==> src/rtl/fetch_pkg.sv <==
// Shared types and constants for the instruction fetch slice.
package fetch_pkg;

    localparam int unsigned INSTR_BYTES = 4;

    typedef enum logic [1:0] {
        IDLE,
        RUN,
        ERR
    } fetch_state_e;

    typedef struct packed {
        logic [31:0] pc;
        logic [31:0] instr;
    } fetch_entry_t;

endpackage

==> src/rtl/fetch_fifo.sv <==
// Prefetch FIFO of {pc, instr} entries; flush wins over push and pop.
module fetch_fifo
    import fetch_pkg::*;
#(
    parameter type         entry_t = fetch_entry_t,
    parameter int unsigned DEPTH   = 2
) (
    input  logic                     clk,
    input  logic                     rst,
    input  logic                     flush,
    input  logic                     push,
    input  logic                     pop,
    input  entry_t                   din,
    output entry_t                   dout,
    output logic                     full,
    output logic                     empty,
    output logic [$clog2(DEPTH):0]   count
);

    localparam int unsigned PW = $clog2(DEPTH);
    localparam logic [PW:0] FULL_CNT = DEPTH[PW:0];

    entry_t          mem [DEPTH];
    logic [PW-1:0]   wr_ptr;
    logic [PW-1:0]   rd_ptr;
    logic            do_push;
    logic            do_pop;

    assign full    = (count == FULL_CNT);
    assign empty   = (count == '0);
    assign do_pop  = pop && !empty;
    assign do_push = push && (!full || do_pop);

    always_ff @(posedge clk or posedge rst) begin
        if (rst) begin
            wr_ptr <= '0;
            rd_ptr <= '0;
            count  <= '0;
        end else if (flush) begin
            wr_ptr <= '0;
            rd_ptr <= '0;
            count  <= '0;
        end else begin
            if (do_push) wr_ptr <= wr_ptr + 1'b1;
            if (do_pop)  rd_ptr <= rd_ptr + 1'b1;
            case ({do_push, do_pop})
                2'b10:   count <= count + 1'b1;
                2'b01:   count <= count - 1'b1;
                default: count <= count;
            endcase
        end
    end

    always_ff @(posedge clk) begin
        if (!flush && do_push) mem[wr_ptr] <= din;
    end

    // Head reads zero when empty so stale storage never leaks to decode.
    always_comb begin
        dout = '0;
        if (!empty) dout = mem[rd_ptr];
    end

endmodule

==> src/rtl/fetch_ctrl.sv <==
// Fetch-stage ROM sequencer with prefetch FIFO and redirect handling.
// Optional perf counters are enabled by defining FETCH_PERF_EN.
module fetch_ctrl
    import fetch_pkg::*;
#(
    parameter int unsigned         ADDR_WIDTH  = 32,
    parameter int unsigned         INSTR_WIDTH = 32,
    parameter int unsigned         FIFO_DEPTH  = 2,
    parameter logic [ADDR_WIDTH-1:0] RESET_PC  = 32'h0000_0000
) (
    input  logic                   clk,
    input  logic                   rst,
    input  logic                   fetch_en,
    output logic [ADDR_WIDTH-1:0]  imem_addr,
    input  logic [INSTR_WIDTH-1:0] imem_instr,
    input  logic                   redirect_valid,
    input  logic [ADDR_WIDTH-1:0]  redirect_pc,
    output logic                   out_valid,
    input  logic                   out_ready,
    output logic [INSTR_WIDTH-1:0] out_instr,
    output logic [ADDR_WIDTH-1:0]  out_pc,
    output logic                   misalign_err
`ifdef FETCH_PERF_EN
    ,
    output logic [31:0]            perf_fetched,
    output logic [31:0]            perf_stall
`endif
);

    typedef struct packed {
        logic [ADDR_WIDTH-1:0]  pc;
        logic [INSTR_WIDTH-1:0] instr;
    } entry_t;

    fetch_state_e             state;
    logic [ADDR_WIDTH-1:0]    fetch_pc;
    logic                     redirect_ok;
    logic                     redirect_bad;
    logic                     flush;
    logic                     push;
    logic                     pop;
    logic                     fifo_full;
    logic                     fifo_empty;
    logic [$clog2(FIFO_DEPTH):0] fifo_count;
    entry_t                   fifo_din;
    entry_t                   fifo_dout;

    assign redirect_ok  = redirect_valid && (state != ERR) && (redirect_pc[1:0] == 2'b00);
    assign redirect_bad = redirect_valid && (state != ERR) && (redirect_pc[1:0] != 2'b00);
    assign flush        = redirect_valid && (state != ERR);
    assign pop          = out_ready && !fifo_empty && !redirect_valid;
    assign push         = (state == RUN) && fetch_en && !redirect_valid && (!fifo_full || pop);

    assign fifo_din  = '{pc: fetch_pc, instr: imem_instr};
    assign imem_addr = fetch_pc;
    assign out_valid = (fifo_count != '0);
    assign out_pc    = fifo_dout.pc;
    assign out_instr = fifo_dout.instr;

    fetch_fifo #(
        .entry_t (entry_t),
        .DEPTH   (FIFO_DEPTH)
    ) u_fifo (
        .clk   (clk),
        .rst   (rst),
        .flush (flush),
        .push  (push),
        .pop   (pop),
        .din   (fifo_din),
        .dout  (fifo_dout),
        .full  (fifo_full),
        .empty (fifo_empty),
        .count (fifo_count)
    );

    // A redirect in IDLE retargets fetch but does not start it.
    always_ff @(posedge clk or posedge rst) begin
        if (rst) begin
            state        <= IDLE;
            fetch_pc     <= RESET_PC;
            misalign_err <= 1'b0;
        end else begin
            case (state)
                IDLE: begin
                    if (redirect_bad) begin
                        state        <= ERR;
                        misalign_err <= 1'b1;
                    end else if (redirect_ok) begin
                        fetch_pc <= redirect_pc;
                    end else if (fetch_en) begin
                        state <= RUN;
                    end
                end
                RUN: begin
                    if (redirect_bad) begin
                        state        <= ERR;
                        misalign_err <= 1'b1;
                    end else begin
                        if (redirect_ok)
                            fetch_pc <= redirect_pc;
                        else if (push)
                            fetch_pc <= fetch_pc + ADDR_WIDTH'(INSTR_BYTES);
                        if (!fetch_en) state <= IDLE;
                    end
                end
                ERR: begin
                    state <= ERR;
                end
                default: begin
                    state <= IDLE;
                end
            endcase
        end
    end

`ifdef FETCH_PERF_EN
    logic stall_cycle;

    assign stall_cycle = (state == RUN) && fetch_en && fifo_full && !pop;

    always_ff @(posedge clk or posedge rst) begin
        if (rst) begin
            perf_fetched <= '0;
            perf_stall   <= '0;
        end else begin
            if (push && perf_fetched != '1)       perf_fetched <= perf_fetched + 1'b1;
            if (stall_cycle && perf_stall != '1)  perf_stall   <= perf_stall + 1'b1;
        end
    end
`endif

endmodule

==> config.mk <==
export PLATFORM = sky130hd
export DESIGN_NAME = fetch_ctrl
export DESIGN_NICKNAME = d
export VERILOG_FILES = /design/src/rtl/fetch_pkg.sv /design/src/rtl/fetch_fifo.sv /design/src/rtl/fetch_ctrl.sv
export SDC_FILE = /design/constraint.sdc
export NUM_CORES = 1
export LEC_CHECK = 0
export CAP_MARGIN = 30
export CORE_MARGIN = 5
export CORE_UTILIZATION = 45
export CTS_CLUSTER_SIZE = 12
export DETAILED_ROUTE_END_ITERATION = 7
export PLACE_DENSITY = 0.79
export REMOVE_ABC_BUFFERS = 1
export SLEW_MARGIN = 20
export SYNTH_ARGS = -nofsm -noshare
export SYNTH_HDL_FRONTEND = slang
export SYNTH_SLANG_ARGS = --single-unit
==> constraint.sdc <==
create_clock -name clk -period 8.52 [get_ports clk]
set_input_delay 1.704 -clock clk [delete_from_list [all_inputs] [get_ports clk]]
set_output_delay 1.704 -clock clk [all_outputs]
set_load 0.01 [all_outputs]
==> After elaboration in Yosys (flattened, before gate mapping) <==
Memory sizes are Yosys's and may differ from the RTL's.
Index checks and enable logic that the tools add are counted.
{ "word_totals": {"regBits": 39, "mem_bits_rw": 128, "in_bits": 69, "elab_cells": 76, "mem_count": 1} }
{ "mem_list": {"columns": ["memory", "depth", "word_bits", "read_ports", "rd_ports_with_merged_regs", "write_ports", "line", "source"], "rows": [
  ["u_fifo.mem", 2, 64, 1, 0, 1, "fetch_fifo.sv:23", "entry_t mem [DEPTH];"]
]} }
{ "classes": {"add_sub_neg": 5, "eq_ne": 13, "muxes": 21, "reduce_logical": 30} }
{ "ops": {"columns": ["op", "count"], "rows": [
  ["32-bit 2-to-1 mux", 5],
  ["64-bit 2-to-1 mux", 1],
  ["32-bit case mux with 2 select lines", 1],
  ["32-bit by 3-bit adder with 32-bit output (second input constant)", 1],
  ["2-bit 2-to-1 mux", 6],
  ["1-bit logical AND", 11],
  ["2-bit nonzero test", 5],
  ["3-bit != test (second input constant)", 3],
  ["2-bit != test (second input constant)", 4],
  ["2-bit == test (second input constant)", 3],
  ["2-bit zero test", 3],
  ["1-bit 2-to-1 mux", 6],
  ["2-bit case mux with 3 select lines", 1],
  ["5-bit AND reduction", 1],
  ["2-bit by 1-bit == test with 1-bit output (second input constant)", 2],
  ["1-bit zero test", 4],
  ["2-bit case mux with 2 select lines", 1],
  ["3-bit by 2-bit != test with 1-bit output (second input constant)", 1],
  ["3-bit AND reduction", 1],
  ["3-bit nonzero test", 1],
  ["1-bit adder (second input constant)", 2],
  ["2-bit by 1-bit adder with 2-bit output (second input constant)", 1],
  ["1-bit logical OR", 2],
  ["2-bit AND reduction", 1],
  ["2 further kinds", 2]
]} }

==> Longest topological paths before layout <==
Gate-level depths: netlist (run 1).
{ "logic_depth": {"ltp_word": 10, "ltp_mapped": 8} }

==> By module <==
From an unflattened synthesis (run 1), not the netlist that was laid out.
{ "unflattened": {"hier_cells": 561, "area_unflattened_um2": 7315.8} }
{ "by_module_without_submodules": {"columns": ["module", "n_inst", "cells_per_inst", "area_per_inst_um2"], "rows": [
  ["fetch_fifo", 1, 298, 5094.9],
  ["fetch_ctrl", 1, 263, 2220.9]
]} }

==> Worst setup path after synthesis (run 1) <==
No wires, ideal clock.
{ "synth_timing": {"kind": "input to register", "start": "in redirect_valid", "end": "mem u_fifo.mem[0][0] in the netlist's numbering, enable pin", "setup_ns": 0.488, "t_arrival_ns": 5.080, "slack_ns": 2.953, "path_stages": 4, "path_buffers": 1, "path_cell_list": "buf_2 -> nand4bb_1 -> or2_2 -> nor2_1"} }
{ "synth_via": {"elab_chain_cells": 8, "elab_cells_between_ends": 13} }
{ "synth_lines": {"columns": ["element", "line", "source"], "rows": [
  ["start: declaration", "fetch_ctrl.sv:16", "input logic redirect_valid,"],
  ["1-bit zero test", "fetch_ctrl.sv:51, fetch_ctrl.sv:52", null],
  ["1-bit logical AND", "fetch_ctrl.sv:51", "assign pop = out_ready && !fifo_empty && !redirect_valid;"],
  ["1-bit logical OR or 1-bit logical AND (tied branches)", "fetch_ctrl.sv:52, fetch_fifo.sv:31", null],
  ["1-bit logical AND or 1-bit logical OR (tied branches)", "fetch_ctrl.sv:52, fetch_fifo.sv:32", null],
  ["1-bit logical AND", "fetch_fifo.sv:32", "assign do_push = push && (!full || do_pop);"],
  ["1-bit logical AND *", "fetch_fifo.sv:55", "if (!flush && do_push) mem[wr_ptr] <= din;"],
  ["1-bit 2-to-1 mux *", "fetch_fifo.sv:55", null],
  ["1-bit 2-to-1 mux (not written as such) *", "fetch_fifo.sv:55", null],
  ["end: declaration", "fetch_fifo.sv:23", null]
]} }
Every way passes the cells marked *; elsewhere a longest branch is shown, timed or not.

==> Worst setup path in the final report (run 1) <==
{ "layout_timing": {"start": "reg u_fifo.count[1]", "end": "out out_valid"} }
{ "layout_via": {"elab_chain_cells": 1} }
{ "layout_lines": {"columns": ["element", "line", "source"], "rows": [
  ["start: declaration", "fetch_fifo.sv:17", "output logic [$clog2(DEPTH):0] count"],
  ["start signal: assignment", "fetch_fifo.sv:47", "2'b10: count <= count + 1'b1;"],
  ["start signal: assignment", "fetch_fifo.sv:48", "2'b01: count <= count - 1'b1;"],
  ["start signal: assignment", "fetch_fifo.sv:49", "default: count <= count;"],
  ["2-bit nonzero test", "fetch_ctrl.sv:56", "assign out_valid = (fifo_count != '0);"],
  ["end: declaration", "fetch_ctrl.sv:18", "output logic out_valid,"]
]} }
No other way between the ends.

==> results of run 1 <==
==> final cells by class <==
class	instances	area [um2]
fillers	1228	6017
flip-flops and latches	167	4823
multi-input cells	341	2178
repair buffers	175	1764
clock buffers	19	442.9
well taps	216	270.3
clock inverters	13	178.9
inverters	10	37.54
==> synthesized netlist by cell type, types with 7 or more instances <==
cell type and instances:
inv_1 10, nand3_1 14, buf_1 8, dfrtp_1 39, nand2_1 27, clkbuf_1 14, a21oi_1 34, nor2_1 86
edfxtp_1 128, a31oi_1 7, mux2i_1 65, o21ai_0 17, nor3_1 9, o22ai_1 7, buf_2 9
==> routing by layer <==
layer	share of wire, %	GRT usage [%]
met4	1.9	7.335
met5	0	0
met3	7.1	4.663
met2	49	30.79
met1	42	23.10
==> metrics by stage <==
step                util (%)  setup slack (ns)  area, um2
finish                 61.71             4.233       9696
global route           61.71             4.064       9696
CTS                    61.64             4.195       9686
detailed placement     57.68             4.115       9064
global placement       57.33             4.118       9009
floorplan                  -             3.116       7000
==> logic make-up after synthesis <==
kind of cell	share of synthesized area [%]
simple gates	11.45
mux	9.107
compound gates	9.142
flops	67.46
fa+ha+maj	0.1751
buf+inv	2.539
xor+xnor	0.1226
==> critical path, cell delays in order, from the launching register on <==
cell and delay, ns:
dfrtp_1 0.47, nor2_4 0.48, buf_4 0.51, inv_1 0.17
clkdlybuf4s50_1 0.51
==> power by group through the flow <==
stage               Combinational (mW)  Clock, mW  Sequential [mW]
floorplan                        0.228          0             1.17
global placement                 0.532          0             1.19
detailed placement               0.563          0             1.19
CTS                              0.568      0.811             1.17
global route                     0.604      0.845             1.19
finish                           0.563      0.796             1.17
==> flip-flops by register name, summed over array words and instances (netlist names) <==
register / count
u_fifo.mem: 128
u_fifo.wr_ptr: 1
state: 2
imem_addr: 32
u_fifo.count: 2
misalign_err: 1
u_fifo.rd_ptr: 1
==> path summary, 6_finish.rpt <==
| path | start | endpoint | slack (ns) |
|---|---|---|---|
| hold reg to reg | misalign_err | misalign_err | 0.48 |
| max in group asynchronous | rst | u_fifo.rd_ptr | 6.41 |
| hold / removal | misalign_err | misalign_err | 0.48 |
| setup / recovery | u_fifo.count[1] | out_valid | 4.23 |
| setup reg to reg | state[1] | imem_addr[29] | 5.97 |
| min in group asynchronous | rst | misalign_err | 1.71 |
==> metrics, run 1 <==
status=complete, no violations; post-cts resize count=0; Seq pwr share=a little under half; NetSw=around 0.73 mW; Post-synth EDFFs=128; Seq cells post-synth=roughly 170; Routed WL per cell=18.11 um; Non-Filler Instances=941; Netlist cell types=54; crit-path max FO=46; largest cells by area after synthesis=edfxtp_1 (54%), dfrtp_1 (14%), mux2i_1 (9.1%); final setup TNS=0 ns; starting DRC count in detailed routing=465; GRT Overall Usage=between 15 and 20%; syn avg cell area=around 13 um2; final setup fails=0; worst hold path class=reg2reg; P per Cell Area=roughly 260 mW/mm2; power share of the clock group=a little under a third; Post-CTS Setup Inserts=0; Logic pwr share=22.2%; DR pass1 iterations=5; Setup CP Type=reg2out; Yosys top cell area share=53.80%; Initial Util=a little under half; global-route wire length before repair=26340 um; peak supply drop=0.1523 mV; CTS tree=done; initial antenna violation count=0; grt ovf=0; Core Area=0.01571 mm2; Net Sw Frac=around 29%; via count=5178; most frequent cells in the layout=clkdlybuf4s50_1 (166), edfxtp_1 (128), nor2_1 (83); Max Cap Viol=0; Rel. slew slack=between 30% and 40%; Post-Syn Area=0.007144 mm2; WP data arrival=2.58 ns; max-slew violations=0; Routed Antenna Nets=0; die area=between 0.015 and 0.02 mm2; area delta synth->final=35.71%; total number of H-tree levels=4; Fin Hold WS=0.4771 ns; fin crit share=about half; clk buf depth=2; fraction of registers with async set/reset=a little under a quarter; layout cells sized above 1=around 6.8%; worst hold path depth=1; DIE WIDTH=approximately 140 um; Final Power=2.533 mW; synth warn=0; I/O Buffers=166; worst skew pair latency=0.41 ns; leakage=roughly 3.2 nW; RSZ-0062 raised after global routing=no; Placer Congestion=slightly above 0.8; most common cell after layout, fill and taps aside=clkdlybuf4s50_1; DR vias/cell=between 5 and 6; largest net degree at the start of global routing=66; fmax=around 230 MHz; Final #Nets=~780; cell-internal power=~1.8 mW; total wire length=roughly 17000 um; CTS root buffer=clkbuf_16; n_diodes=0; final setup skew=roughly 0.0065 ns; drt drc=0; placed cell count=907; CTS buffer count=17; final hold vios=0; I/O pins=around 170; cts hold-fix bufs=0; Slew @ Worst Pin=roughly 1 ns; Clock transition at path regs=~0.06 ns; Cells after Synth=approximately 550; post-synth top area cell=edfxtp_1; Main synth FF type=edfxtp_1; crit path time final=4.287 ns; CP Launch Type=register; Clock Sinks=roughly 170; Crit. End Element=output port; Seq/Total Area, Yosys=67.46%; Data required, critical path=about 7 ns; die height=~140 um; row count=46; R2R cell count=5; vias in the first global route=about 5100; Post-DP HPWL=roughly 11000 um
Note: power is estimated with default switching activity, not from simulation.
==> run 2, diff against run 1 <==
--- a/config.mk
+++ b/config.mk
@@ -10,7 +10,7 @@
 export CORE_UTILIZATION = 45
 export CTS_CLUSTER_SIZE = 12
 export DETAILED_ROUTE_END_ITERATION = 7
-export PLACE_DENSITY = 0.79
+export PLACE_DENSITY = 0.82
 export REMOVE_ABC_BUFFERS = 1
 export SLEW_MARGIN = 20
 export SYNTH_ARGS = -nofsm -noshare
==> constraint.sdc (replaced) <==
create_clock -name clk -period 3.5 [get_ports clk]
set_input_delay 0.7 -clock clk [delete_from_list [all_inputs] [get_ports clk]]
set_output_delay 0.7 -clock clk [all_outputs]
set_load 0.01 [all_outputs]
==> metrics, run 2 (synthesized netlist as in run 1, its figures left out) <==
status=complete, no violations; Worst Setup SP=u_fifo.rd_ptr; placed cell count=910 (+0.33%); Non-Filler Instances=943 (+0.21%); die area=0.01850 mm2 (unchanged); WP data arrival=2.36 ns (-0.22 ns); DR top layer=met4; Clock Sinks=167 (unchanged); CP Launch Type=register; final setup skew=0.006664 ns (+0.0001410 ns); via count=5198 (+0.39%); Final #Nets=784 (+0.26%); final setup fails=0 (unchanged); Metal-1 WL=7381 um (+4.0%); final hold vios=0 (unchanged); met2 wire length=8702 um (+3.4%); n_diodes=0 (unchanged); final setup TNS=0 ns (unchanged); leakage=3.222 nW (+0.32%); Placer Congestion=0.8729 (+5.2%); Routed Antenna Nets=0 (unchanged); I/O pins=167 (unchanged); Routed WL per cell=18.92 um (+4.5%); Initial Util=45.47% (unchanged); cell-internal power=4.394 mW (+140%); CTS root buffer=clkbuf_16; clk buf depth=2 (unchanged); RSZ-0062 raised after global routing=no; most common cell after layout, fill and taps aside=clkdlybuf4s50_1; DIE WIDTH=136 um (unchanged); max reg flops=128 (unchanged); GRT Overall Usage=19.49% (+1.0 points); met3 wire length=1529 um (+26%); max-slew violations=0 (unchanged); most frequent cells in the layout=clkdlybuf4s50_1 (166), edfxtp_1 (128), nor2_1 (83); Core Area=0.01571 mm2 (unchanged); drt drc=0 (unchanged); cts hold-fix bufs=0 (unchanged); Crit. End Element=output port; largest net degree at the start of global routing=66 (unchanged); fmax=~330 MHz; Clock transition at path regs=0.06 ns (about the same); Slew @ Worst Pin=0.7868 ns (-0.1994 ns); crit-path max FO=21 (-54%); power share of the clock group=31.1% (-0.3 points); row count=46 (unchanged); DR vias/cell=5.512 (+0.17%); Post-DP HPWL=11960 um (+5.2%); Hold Crit Start=misalign_err; total wire length=17840 um (+4.7%); Largest Register=u_fifo.mem; starting DRC count in detailed routing=473 (+1.7%); initial antenna violation count=0 (unchanged); Final Power=6.209 mW (+150%); Seq pwr share=46.6% (+0.2 points); vias in the first global route=5176 (+0.54%); Worst R2R Start=imem_addr[8]; Setup CP Type=reg2out; grt ovf=0 (unchanged); Max Cap Viol=0 (unchanged); Net Sw Frac=29.22% (+0.24 points); Data required, critical path=2.80 ns (-4.02 ns); peak supply drop=0.3671 mV (+140%); post-cts resize count=0 (unchanged); fin crit share=between 80% and 90%; worst skew pair latency=0.41 ns (about the same); global-route wire length before repair=27880 um (+5.8%); die height=136 um (unchanged); CTS tree=done; crit path time final=about 3.1 ns; NetSw=1.815 mW (+150%); Rel. slew slack=47.06% (+13 points); total number of H-tree levels=4 (unchanged); area delta synth->final=35.83% (about the same); worst hold path class=reg2reg; P per Cell Area=639.8 mW/mm2 (+140%); Logic pwr share=22.3% (about the same); Post-CTS Setup Inserts=0 (unchanged); CTS buffer count=17 (unchanged); DR pass1 iterations=5 (unchanged); I/O Buffers=166 (unchanged); layout cells sized above 1=6.740% (-0.019 points)
run 2: changes by cell type in the layout (fill, tap and decap cells not counted):
cell,before,now
buf_12,0,3
buf_16,2,0
buf_2,1,0
buf_4,5,7
clkbuf_1,1,3
clkbuf_8,1,2
clkinv_2,2,3
clkinv_4,3,1
clkinvlp_4,2,0
run 2: area by class of cell:
class	instances	area (um2)
clock buffers	22	464.2
clock inverters	10	151.4
fillers	1213	6008
inverters	10	37.54
multi-input cells	341	2178
flip-flops and latches	167	4823
well taps	216	270.3
repair buffers	177	1779
run 2: metal layers:
layer  up-vias  GRT usage [%]
li1       2406              -
met1      2469          26.31
met2       290          30.96
met3        33          4.774
met4         0          6.775
met5         -              0
run 2: per-stage QoR:
stage	hold WS [ns]	worst slack (ns)	instance area [um2]	util, %
2_1_floorplan	0.5041	-0.9005	7000	-
3_3_place_gp	0.4536	0.5714	9084	57.81
3_5_place_dp	0.4540	0.4571	9084	57.81
4_1_cts	0.4689	0.4014	9699	61.73
5_1_grt	0.5116	0.3356	9704	61.76
6_report	0.4693	0.4404	9704	61.76
run 2: worst max-delay path, cell delays in order (launching register included):
cell             delay (ns)
dfrtp_4                0.68
buf_4                  0.36
mux2i_1                0.14
nor2_1                 0.17
clkdlybuf4s50_1        0.58
run 2: path summary, 6_finish.rpt:
path                                 end  slack (ns)  cells after the start
setup / recovery               out_pc[4]        0.44                      4
hold / removal              misalign_err        0.47                      1
setup reg to reg           imem_addr[27]        1.18                      5
hold reg to reg             misalign_err        0.47                      1
max in group asynchronous  imem_addr[13]        2.01                      3
min in group asynchronous   misalign_err        0.72                      2
run 2: power groups by stage:
stage	Combinational, mW	Clock, mW	Sequential [mW]
after CTS	1.39	1.96	2.87
after global routing	1.49	2.05	2.93
after global placement	1.33	0	2.88
after floorplan	0.555	0	2.86
final	1.38	1.93	2.89
after detailed placement	1.37	0	2.91
